===== src/rtl/apb_completer_regbank.sv =====
// APB4 completer: NUM_REGS byte-strobed registers with pslverr for misaligned, unmapped or privileged accesses.
// Latency WAIT_STATES pready-low access cycles then one pready-high cycle; the requester is held off via pready.
module apb_completer_regbank #(
   parameter int                  ADDR_WIDTH      = 12,
   parameter int                  DATA_WIDTH      = 32,
   parameter int                  NUM_REGS        = 16,
   parameter int                  WAIT_STATES     = 0,
   parameter logic [NUM_REGS-1:0] PRIV_MASK       = '0,
   parameter int                  ERR_ON_UNMAPPED = 1
) (
   input  logic                           pclk,
   input  logic                           preset_n,
   input  logic [ADDR_WIDTH-1:0]          paddr,
   input  logic [2:0]                     pprot,
   input  logic                           psel,
   input  logic                           penable,
   input  logic                           pwrite,
   input  logic [DATA_WIDTH-1:0]          pwdata,
   input  logic [DATA_WIDTH/8-1:0]        pstrb,
   output logic                           pready,
   output logic [DATA_WIDTH-1:0]          prdata,
   output logic                           pslverr,
   output logic [NUM_REGS*DATA_WIDTH-1:0] reg_q
);
   localparam int STRB_WIDTH = DATA_WIDTH / 8;
   localparam int LSB        = $clog2(STRB_WIDTH);
   localparam logic [ADDR_WIDTH-1:0] ALIGN_MASK = ADDR_WIDTH'((1 << LSB) - 1);

   typedef enum logic {S_IDLE, S_ACCESS} state_t;

   typedef struct packed {
      logic                  write;
      logic                  err;
      logic                  mapped;
      logic [ADDR_WIDTH-1:0] idx;
      logic [DATA_WIDTH-1:0] wdata;
      logic [STRB_WIDTH-1:0] strb;
   } req_t;

   state_t                state_q, state_d;
   logic [3:0]            cnt_q, cnt_d;
   req_t                  req_q, req_d;
   logic                  pready_q, pready_d;
   logic [DATA_WIDTH-1:0] prdata_q, prdata_d;
   logic                  pslverr_q, pslverr_d;
   logic [DATA_WIDTH-1:0] regfile_q [NUM_REGS];
   logic [DATA_WIDTH-1:0] regfile_d [NUM_REGS];

   logic [ADDR_WIDTH-1:0] dec_idx;
   logic                  dec_mapped, dec_priv, dec_err;
   logic [ADDR_WIDTH-1:0] rd_idx;
   logic [DATA_WIDTH-1:0] rd_dat;
   logic                  prot_unused;

   assign prot_unused = ^pprot[2:1];

   always_comb begin
      dec_idx    = paddr >> LSB;
      dec_mapped = 1'b0;
      dec_priv   = 1'b0;
      for (int i = 0; i < NUM_REGS; i++) begin
         if (dec_idx == ADDR_WIDTH'(i)) begin
            dec_mapped = 1'b1;
            dec_priv   = PRIV_MASK[i];
         end
      end
      dec_err = ((paddr & ALIGN_MASK) != '0) | (dec_priv & ~pprot[0]) |
                (~dec_mapped & (ERR_ON_UNMAPPED != 0));
   end

   // Zero-wait responses are built at the setup edge, so read from the live decode in IDLE.
   always_comb begin
      rd_idx = (state_q == S_IDLE) ? dec_idx : req_q.idx;
      rd_dat = '0;
      for (int i = 0; i < NUM_REGS; i++) begin
         if (rd_idx == ADDR_WIDTH'(i)) rd_dat = regfile_q[i];
      end
   end

   always_comb begin
      state_d   = state_q;
      cnt_d     = cnt_q;
      req_d     = req_q;
      pready_d  = pready_q;
      prdata_d  = prdata_q;
      pslverr_d = pslverr_q;
      regfile_d = regfile_q;
      case (state_q)
         S_IDLE: begin
            if (psel && !penable) begin
               state_d = S_ACCESS;
               cnt_d   = 4'(WAIT_STATES);
               req_d   = '{write: pwrite, err: dec_err, mapped: dec_mapped,
                           idx: dec_idx, wdata: pwdata, strb: pstrb};
               if (WAIT_STATES == 0) begin
                  pready_d  = 1'b1;
                  pslverr_d = dec_err;
                  prdata_d  = (!pwrite && !dec_err && dec_mapped) ? rd_dat : '0;
               end
            end
         end
         S_ACCESS: begin
            if (!psel) begin
               state_d   = S_IDLE;
               pready_d  = 1'b0;
               prdata_d  = '0;
               pslverr_d = 1'b0;
            end else if (penable) begin
               if (pready_q) begin
                  if (req_q.write && !req_q.err && req_q.mapped) begin
                     for (int i = 0; i < NUM_REGS; i++) begin
                        if (req_q.idx == ADDR_WIDTH'(i)) begin
                           for (int b = 0; b < STRB_WIDTH; b++) begin
                              if (req_q.strb[b]) regfile_d[i][8*b +: 8] = req_q.wdata[8*b +: 8];
                           end
                        end
                     end
                  end
                  state_d   = S_IDLE;
                  pready_d  = 1'b0;
                  prdata_d  = '0;
                  pslverr_d = 1'b0;
               end else begin
                  cnt_d = cnt_q - 4'd1;
                  if (cnt_q == 4'd1) begin
                     pready_d  = 1'b1;
                     pslverr_d = req_q.err;
                     prdata_d  = (!req_q.write && !req_q.err && req_q.mapped) ? rd_dat : '0;
                  end
               end
            end
         end
         default: state_d = S_IDLE;
      endcase
   end

   always_ff @(posedge pclk or negedge preset_n) begin
      if (!preset_n) begin
         state_q   <= S_IDLE;
         cnt_q     <= '0;
         req_q     <= '0;
         pready_q  <= 1'b0;
         prdata_q  <= '0;
         pslverr_q <= 1'b0;
         for (int i = 0; i < NUM_REGS; i++) regfile_q[i] <= '0;
      end else begin
         state_q   <= state_d;
         cnt_q     <= cnt_d;
         req_q     <= req_d;
         pready_q  <= pready_d;
         prdata_q  <= prdata_d;
         pslverr_q <= pslverr_d;
         regfile_q <= regfile_d;
      end
   end

   assign pready  = pready_q;
   assign prdata  = prdata_q;
   assign pslverr = pslverr_q;

   for (genvar g = 0; g < NUM_REGS; g++) begin : g_regq
      assign reg_q[g*DATA_WIDTH +: DATA_WIDTH] = regfile_q[g];
   end

endmodule


===== config.mk =====
export PLATFORM = sky130hd
export DESIGN_NAME = apb_completer_regbank
export DESIGN_NICKNAME = d
export VERILOG_FILES = /design/src/rtl/apb_completer_regbank.sv
export SDC_FILE = /design/constraint.sdc
export NUM_CORES = 1
export LEC_CHECK = 0
export BUFFER_PORTS_ARGS = -buffer_cell sky130_fd_sc_hd__buf_2
export CAP_MARGIN = 5
export CORE_UTILIZATION = 25
export CTS_BUF_LIST = sky130_fd_sc_hd__clkbuf_8
export DETAILED_ROUTE_END_ITERATION = 10
export PLACE_DENSITY = 0.51
export SYNTH_ARGS = -nofsm -noshare
export SYNTH_HDL_FRONTEND = slang
export SYNTH_SLANG_ARGS = --single-unit

===== constraint.sdc =====
create_clock -name pclk -period 2.9 [get_ports pclk]
set_clock_uncertainty 0.1 [all_clocks]
set_input_delay 0.58 -clock pclk [delete_from_list [all_inputs] [get_ports pclk]]
set_output_delay 0.58 -clock pclk [all_outputs]
set_load 0.005 [all_outputs]

## Word-level counts from Yosys, hierarchy flattened

Cells that the tools add are included.
Widths: inputs -> output; s select.

- Register bits: 600
- Bits of input ports: 56
- Output and inout port bits: 546
- Word-level logic and storage cells: 278

- Add/sub/neg operators: 1
- Eq/ne operators: 52
- Multiplexer cells: 63
- Bitwise gates (word level): 3
- Reductions and logical operators: 84

Operator list:

| operator | count |
|---|---|
| $mux 32 | 23 |
| $reduce_and 7->1 | 64 |
| $eq 10x4->1 const B | 24 |
| $eq 10x3->1 const B | 12 |
| $pmux 32 s2 | 1 |
| $eq 10x2->1 const B | 6 |
| $logic_not 12->1 | 3 |
| $eq 10x1->1 const B | 3 |
| $mux 1 | 30 |
| $mux 4 | 4 |
| $reduce_bool 12->1 | 1 |
| $mux 10 | 1 |
| $pmux 4 s2 | 1 |
| $logic_and 1x1->1 | 7 |
| $ne 2x2->1 const B | 3 |
| $pmux 1 s2 | 3 |
| $logic_not 1->1 | 5 |
| $eq 4x1->1 const B | 1 |
| $ne 4x2->1 const B | 1 |
| $reduce_and 2->1 | 2 |
| $reduce_and 4->1 | 1 |
| $sub 4x1->4 const B | 1 |
| $ne 3x3->1 const B | 1 |
| $reduce_and 3->1 | 1 |
| other kinds (3) | 4 |

## Logic depth before layout (Yosys ltp)

Gate-level depths: netlist of the first run.

- Depth after elaboration: 25
- Gate-level depth with buffers: 12
- Mapped depth without buffers: 9

## Least setup slack after synthesis of the first run

OpenSTA, ideal clock, no wires.

- Path kind: input port to flip-flop
- Start: input port paddr[6]
- End: register prdata_q[24], in the netlist prdata[24]
- Library setup time: 0.126 ns
- Data arrival time: 2.455 ns
- Required time: 2.674 ns
- Path slack: 0.219 ns
- Stages: 9
- Path buffers: 3
- Cell sequence: nor4_4 > a32oi_4 > buf_4 > or3_1 > buf_2 > clkbuf_1 > o22ai_1 > nor2_1 > a221o_1

- Cells in the longest elaborated chain, start to end: 25
- Elaborated cells between the ends (all ways): 78
- Classes of those cells: eq/ne: 30; mux: 41; bitwise: 2; reduce/logical: 5

RTL lines:

| element | RTL line | RTL |
|---|---|---|
| from (decl) | 13 | `input logic [ADDR_WIDTH-1:0] paddr,` |
| parallel branches: the longest is 24 deep, another holds $mux 32 | -- |  |
| $pmux 32 s2 (*) | 88 | `case (state_q)` |
| to (signal assigned) | 151 | `prdata_q <= prdata_d;` |
| to (decl) | 44 | `logic [DATA_WIDTH-1:0] prdata_q, prdata_d;` |

Every way passes the cells marked *. The select of a mux whose other input is x is not followed.
A chain may end at the register's enable or synchronous reset.

## Worst setup path after layout of the first run

- Start: register state_q
- End: register prdata_q[16], in the netlist prdata[16]

- Cells in the longest elaborated chain, start to end: 24
- Elaborated cells between the ends (all ways): 46
- Classes of those cells: eq/ne: 18; mux: 25; bitwise: 1; reduce/logical: 2

RTL lines:

| element | RTL line | RTL |
|---|---|---|
| from (decl) | 40 | `state_t state_q, state_d;` |
| from (signal assigned) | 147 | `state_q <= state_d;` |
| $mux 10 | 73 | `rd_idx = (state_q == S_IDLE) ? dec_idx : req_q.idx;` |
| $logic_not 12->1 | 76 | `if (rd_idx == ADDR_WIDTH'(i)) rd_dat = regfile_q[i];` |
| $mux 32 (16 in series) | 76 |  |
| $mux 32 | 128 | `prdata_d = (!req_q.write && !req_q.err && req_q.mapped) ? rd_dat : '0;` |
| $mux 32 | 125 | `if (cnt_q == 4'd1) begin` |
| $mux 32 | 109 | `if (pready_q) begin` |
| $mux 32 | 108 | `end else if (penable) begin` |
| $mux 32 | 103 | `if (!psel) begin` |
| $pmux 32 s2 | 88 |  |

Several ways; a longest one is shown, not always the timed one. The select of a mux whose other input is x is not followed.

==> results of run 1 <==
state kept, by name, summed over array words and instances, names as in the netlist:
signal / flops
reg_q: 512
prdata: 32
pslverr: 1
req_q: 49
state_q: 1
cnt_q: 4
pready: 1
power by group:
group | leakage, nW | switching (W) | total (W) | internal [W]
combinational | 10.9 | 0.000761 | 0.00133 | 0.000574
clock | 1.28 | 0.00388 | 0.00825 | 0.00437
sequential | 8.27 | 0.000688 | 0.00921 | 0.00852
total | 20.5 | 0.00533 | 0.0188 | 0.0135
critical path, cell delays in order, from the launching register on:
cell	delay, ns
dfrtp_1	0.38
buf_12	0.17
mux2i_2	0.48
a21oi_1	0.11
buf_4	0.16
nand3_1	0.11
buf_4	0.24
o22ai_1	0.12
or4b_4	0.56
a31oi_4	0.18
buf_6	0.12
a2bb2oi_2	0.10
synthesized netlist by cell type (12+ instances only):
cell type and number:
a2bb2oi_1 12, or3_1 15, nor3_1 25, o21ai_0 89, a22o_1 16, a21oi_1 75, a221oi_1 30, o22ai_1 34
nand2_1 128, a22oi_1 77, nor2_1 102, nand3_1 22, clkbuf_1 78, dfrtp_1 600, buf_2 32, mux2_2 559
nor2_2 42
routing by layer:
metal / part of all wire, % / wire length (µm) / up-vias / global-route usage (%)
met5: 0 / 0 / - / 0
met4: 3.1 / 4543 / 0 / 7.917
met3: 8.5 / 12560 / 227 / 7.530
met2: 49 / 72350 / 1143 / 44.85
met1: 40 / 59120 / 12620 / 32.30
li1: - / - / 10180 / -
final timing paths:
kind | cells after the start | end | from
setup / recovery | 11 | prdata[16] | state_q
hold / removal | 3 | state_q | penable
setup reg to reg | 11 | prdata[16] | state_q
hold reg to reg | 2 | pslverr | pslverr
max in group asynchronous | 4 | reg_q[187] | preset_n
min in group asynchronous | 2 | reg_q[271] | preset_n
cell type report:
cell class / instances / share of cell area [%]
Clock buffer: 135 / 4.718
Multi-Input combinational cell: 1411 / 30.81
Tap cell: 1403 / 4.458
Sequential cell: 600 / 38.13
Antenna cell: 1 / 0.006355
Inverter: 8 / 0.07626
Clock inverter: 61 / 0.8674
Timing Repair Buffer: 1071 / 20.93
per-stage QoR:
step,std cells,util (%),cell area (µm²)
after floorplan,2142,-,27100
after global placement,4421,33.37,35770
after detailed placement,4421,33.37,35770
after CTS,4676,36.15,38760
after global routing,4690,36.73,39380
final,4690,36.73,39380
cell usage in the layout (no fill, tap or decap), drive strengths merged, types with 12 or more instances in the layout:
cell	count
nor2	144
or3	15
clkinv	14
nor3	33
clkbuf	136
dlygate4sd3	42
inv	50
o22ai	34
a221oi	30
dfrtp	600
a21oi	78
nand2	129
buf	1028
a22oi	77
nand3	22
o21ai	100
a2bb2oi	12
mux2	559
a22o	16
cells by family after synthesis:
| group | Yosys count |
|---|---|
| compound gates | 446 |
| buf+inv | 132 |
| flops | 600 |
| simple gates | 394 |
| mux | 565 |
| fa+ha+maj | 5 |
repair_timing:
item / 4_1_cts / 5_1_grt
gates resized for setup: 51 / 129
buffers inserted: 17 / 11
hold endpoints to repair: 84 / 0
endpoints found under the setup margin: 34 / 151
pin swaps: 15 / 31
gates cloned: 0 / 2
hold buffers: 42 / 0
==> impl_results.md, run 1 <==
- Run status: finished, violations left
- Violated checks: negative setup slack
- Dpl hpwl: 115400 µm
- Syn nets: 2203
- Initial Util: 25.28%
- Share of the synthesized area in the top cell type: 55.40%
- GRT Residual Overflow: 0
- Unrepaired setup endpoints after global routing: yes
- First-pass GRT wire length: 203000 µm
- WL per Instance: 31.68 µm
- Largest net degree at the start of global routing: 59
- Synth top area cells: dfrtp_1 (55%), mux2_2 (23%), a22oi_1 (2.1%)
- Measured slew at the worst slew-check pin: 0.9133 ns
- Fill cell count: 10820
- DR vias/cell: 5.153
- Cell accounting for the most synthesized area: dfrtp_1
- R2R Setup Slk: -0.02 ns
- Number of antenna violations at the first check in global routing: 4
- Vias in the first global route: 24080
- Max clock buf depth: 3
- Dpl ws: -0.6630 ns
- Synth Area in XOR/XNOR: 0%
- Total Die Area: 109700 µm²
- Via Count: 24170
- Yosys reg bits: 600
- Die Wd: 331.2 µm
- Compound-Gate Fraction of Synth Area: 11.43%
- Clock Tree Root: clkbuf_8
- Core Footprint: 107200 µm²
- Max-slew headroom: 39.12%
- Crit. End Element: flip-flop
- Register area share after synthesis: 55.40%
- Max-cap viol count: 0
- Total power draw: 0.01879 W
- Seq. cell area: 15010 µm²
- Setup ws final: -0.02386 ns
- Worst skew pair latency: 0.76 ns
- Mapped Area: 27100 µm²
- Critical Path RT: 3.50 ns
- Peak supply drop: 425.3 µV
- Worst-path clk slew: 0.06 ns
- Async set-reset flop share out of synthesis: 100.0%
- H-tree levels: 3
- Port bufs: 598
- Layout cells sized above 1: 58.19%
- Hold Slack: 0.06849 ns
- Fmax: 0.3420 GHz
- CTS tree: done
- Setup violators final: 3
- Type of the worst setup path: reg -> reg
- Min Clock Period, post-route: 2.924 ns
- Net count, final: 3261
- Crit path DAT: 3.52 ns
- Mapped Cells: 2142
- Crit path max fanout: 18
- Largest family of logic cells by synthesized area: multiplexers
- Fin crit share: 100.8%
- HP Class: in -> reg
- Multi-input gate area: 12130 µm²
- RePlAce Congestion: 0.9160
- Chip height: 331.2 µm
- Ports: 602
- DRC viols: 0
- Crit start category: flip-flop
- Mux contribution to synthesized area: 23.45%
- Final ANT Viol Nets: 0
- Adder-Cell Fraction of Synth Area: 0.2309%
- Synth warnings: 0
- Iteration-0 DRC Markers: 1969
- WL final: 148600 µm
- Power Density: 477.2 nW/µm²
- Total GRT Usage: 26.42%
- Post-Syn Area per Cell: 12.65 µm²
- Clk sinks: 600
- Leak: 20.46 nW
- Synth cell types: 76
- Slew Viols, Final: 0
- Setup TNS: -0.04822 ns
- Ys flop type: dfrtp_1
- TritonCTS Buffers: 108
- Layout Area Growth over Synthesis: 45.31%
- First drt pass iteration count: 6
- Final Hold Viols: 0
- Synth Area in Simple Gates: 7.341%
- Row cnt: 120
- EDFF count, synth: 0
Note: power is estimated with default switching activity, not from simulation.
==> inputs of run 2 (changes only) <==
Settings changed: CORE_UTILIZATION 25 to 35, PLACE_DENSITY 0.51 to 0.64.
==> impl_results.md, run 2 (same netlist as run 1, synthesis figures left out) <==
- Run status: finished, final reports clean
- Crit. End Element: flip-flop
- WL final: 130100 µm (-12%)
- Via Count: 24210 (+0.16%)
- First-pass GRT wire length: 179400 µm (-12%)
- DR vias/cell: 5.677 (+10%)
- Clk sinks: 600 (unchanged)
- Peak supply drop: 311.9 µV (-27%)
- TritonCTS Buffers: 104 (-3.7%)
- CTS tree: done
- Worst-path clk slew: 0.06 ns (about the same)
- DRC viols: 0 (unchanged)
- Setup TNS: 0 ns (+0.04822 ns)
- CP Buf/Inv Count: 1 (-3)
- Crit path max fanout: 15 (-3)
- Row cnt: 101 (-16%)
- Total Die Area: 78550 µm² (-28%)
- Non-filler instance count after layout: 4264 (-9.1%)
- Core Footprint: 76330 µm² (-29%)
- Largest register FFs: 512 (unchanged)
- Ports: 602 (unchanged)
- Leak: 20.05 nW (-2.0%)
- Total power draw: 0.01866 W (-0.72%)
- First drt pass iteration count: 6 (unchanged)
- Measured slew at the worst slew-check pin: 0.8155 ns (-0.09778 ns)
- Power Density: 488.0 nW/µm² (+2.3%)
- Vias in the first global route: 23740 (-1.4%)
- Critical Path RT: 3.44 ns (-0.06 ns)
- CP delay by family, top: simple AND/OR/NAND/NOR gates
- Crit path DAT: 3.40 ns (-0.12 ns)
- Final Hold Viols: 0 (unchanged)
- Worst skew pair latency: 0.75 ns (about the same)
- Slowest CP cell: or4b_4
- Min Clock Period, post-route: 2.866 ns (-0.05813 ns)
- H-tree levels: 3 (unchanged)
- DP Cell Count: 4037 (-8.7%)
- Largest net degree at the start of global routing: 84 (+42%)
- Setup violators final: 0 (-3)
- R2R cell count: 9 (-2)
- Clock Tree Root: clkbuf_8
- Fmax: 0.3490 GHz (+2.0%)
- Hold depth: 3 (unchanged)
- Final ANT Viol Nets: 0 (unchanged)
- Max-cap viol count: 0 (unchanged)
- GRT Residual Overflow: 0 (unchanged)
- Dpl hpwl: 98880 µm (-14%)
- Commonest non-fill, non-tap cell in the layout: dfrtp_1
- Fin crit share: 98.82% (-2.0 points)
- Chip height: 280.3 µm (-15%)
- Highest-count cells in the layout ignoring fill and taps: dfrtp_1 (599), buf_2 (597), mux2_2 (557), buf_4 (281), clkbuf_8 (130)
- Type of the worst setup path: reg -> reg
- Biggest cell delay along the critical path: 0.58 ns (+0.02 ns)
- Port bufs: 598 (unchanged)
- Initial Util: 35.50% (+10 points)
- CP Depth: 9 (-2)
- Slew Viols, Final: 0 (unchanged)
- WL per Instance: 30.50 µm (-3.7%)
- RePlAce Congestion: 0.9436 (+3.0%)
- Iteration-0 DRC Markers: 2319 (+18%)
- Fill cell count: 6968 (-36%)
- Worst path cell trace: buf_12, or4b_4, a21oi_4, a2bb2oi_1, a2bb2oi_1, o21ai_2, or4b_4, a31oi_4, a2bb2oi_2
- Number of antenna violations at the first check in global routing: 7 (+3)
- HP Class: in -> reg
- Max-slew headroom: 45.63% (+6.5 points)
- Net count, final: 3224 (-1.1%)
- Crit start category: flip-flop
- Max clock buf depth: 3 (unchanged)
- Die Wd: 280.3 µm (-15%)
- Unrepaired setup endpoints after global routing: yes
- Layout Area Growth over Synthesis: 41.08%
- Layout cells sized above 1: 57.22% (-0.96 points)
- Total GRT Usage: 32.37% (+6.0 points)
## run 2: repair_timing
action,4_1_cts,5_1_grt
hold buffers,39,0
hold endpoints to repair,68,0
gates resized for setup,25,99
setup endpoints to repair,27,37
gates cloned,0,1
pin swaps,9,27
setup buffers,2,8
## run 2: area by class of cell
type / count / area, µm² / share of cell area (%)
sequential: 600 / 15020 / 39.27
multi-input combinational: 1410 / 11990 / 31.37
timing repair buffer: 1039 / 7722 / 20.20
clock buffer: 130 / 1789 / 4.680
tap: 1030 / 1289 / 3.371
clock inverter: 46 / 390.4 / 1.021
inverter: 8 / 30.03 / 0.07854
antenna: 1 / 2.502 / 0.006545
## run 2: report_power, final
group | internal [W] | switching, W | leakage (nW) | total [W]
Clock | 0.00449 | 0.00371 | 1.21 | 0.00820
Sequential | 0.00852 | 0.000634 | 8.27 | 0.00916
Combinational | 0.000556 | 0.000741 | 10.6 | 0.00130
## run 2: worst paths after layout
check                          start    endpoint  slack, ns
max in group asynchronous   preset_n  reg_q[205]       1.40
min                             psel     state_q       0.07
min reg2reg                prdata[0]   prdata[0]       0.39
max reg2reg                  state_q  prdata[16]       0.03
max                          state_q  prdata[16]       0.03
min in group asynchronous   preset_n  reg_q[168]       0.32
## run 2: worst min-delay path, stage by stage
cell      delay [ns]
buf_2           0.10
nand2b_1        0.09
nand2_1         0.07
## run 2: metrics by stage
step	utilization [%]	setup WS, ns	instance area (µm²)	hold slack, ns
2_1_floorplan	-	0.2195	27100	0.1844
3_3_place_gp	45.84	-0.6213	34990	0.3681
3_5_place_dp	45.84	-0.6526	34990	0.3732
4_1_cts	49.36	-0.006213	37670	0.01267
5_1_grt	50.09	-0.04768	38230	0.04114
6_report	50.09	0.03427	38230	0.07196
## run 2: metal layers
layer / global-route usage (%) / share of wire, % / up-vias
met2: 51.12 / 46 / 1424
li1: - / - / 10060
met4: 14.77 / 5.1 / 4
met1: 41.55 / 40 / 12400
met3: 8.394 / 9.4 / 318
met5: 0 / 0.017 / -
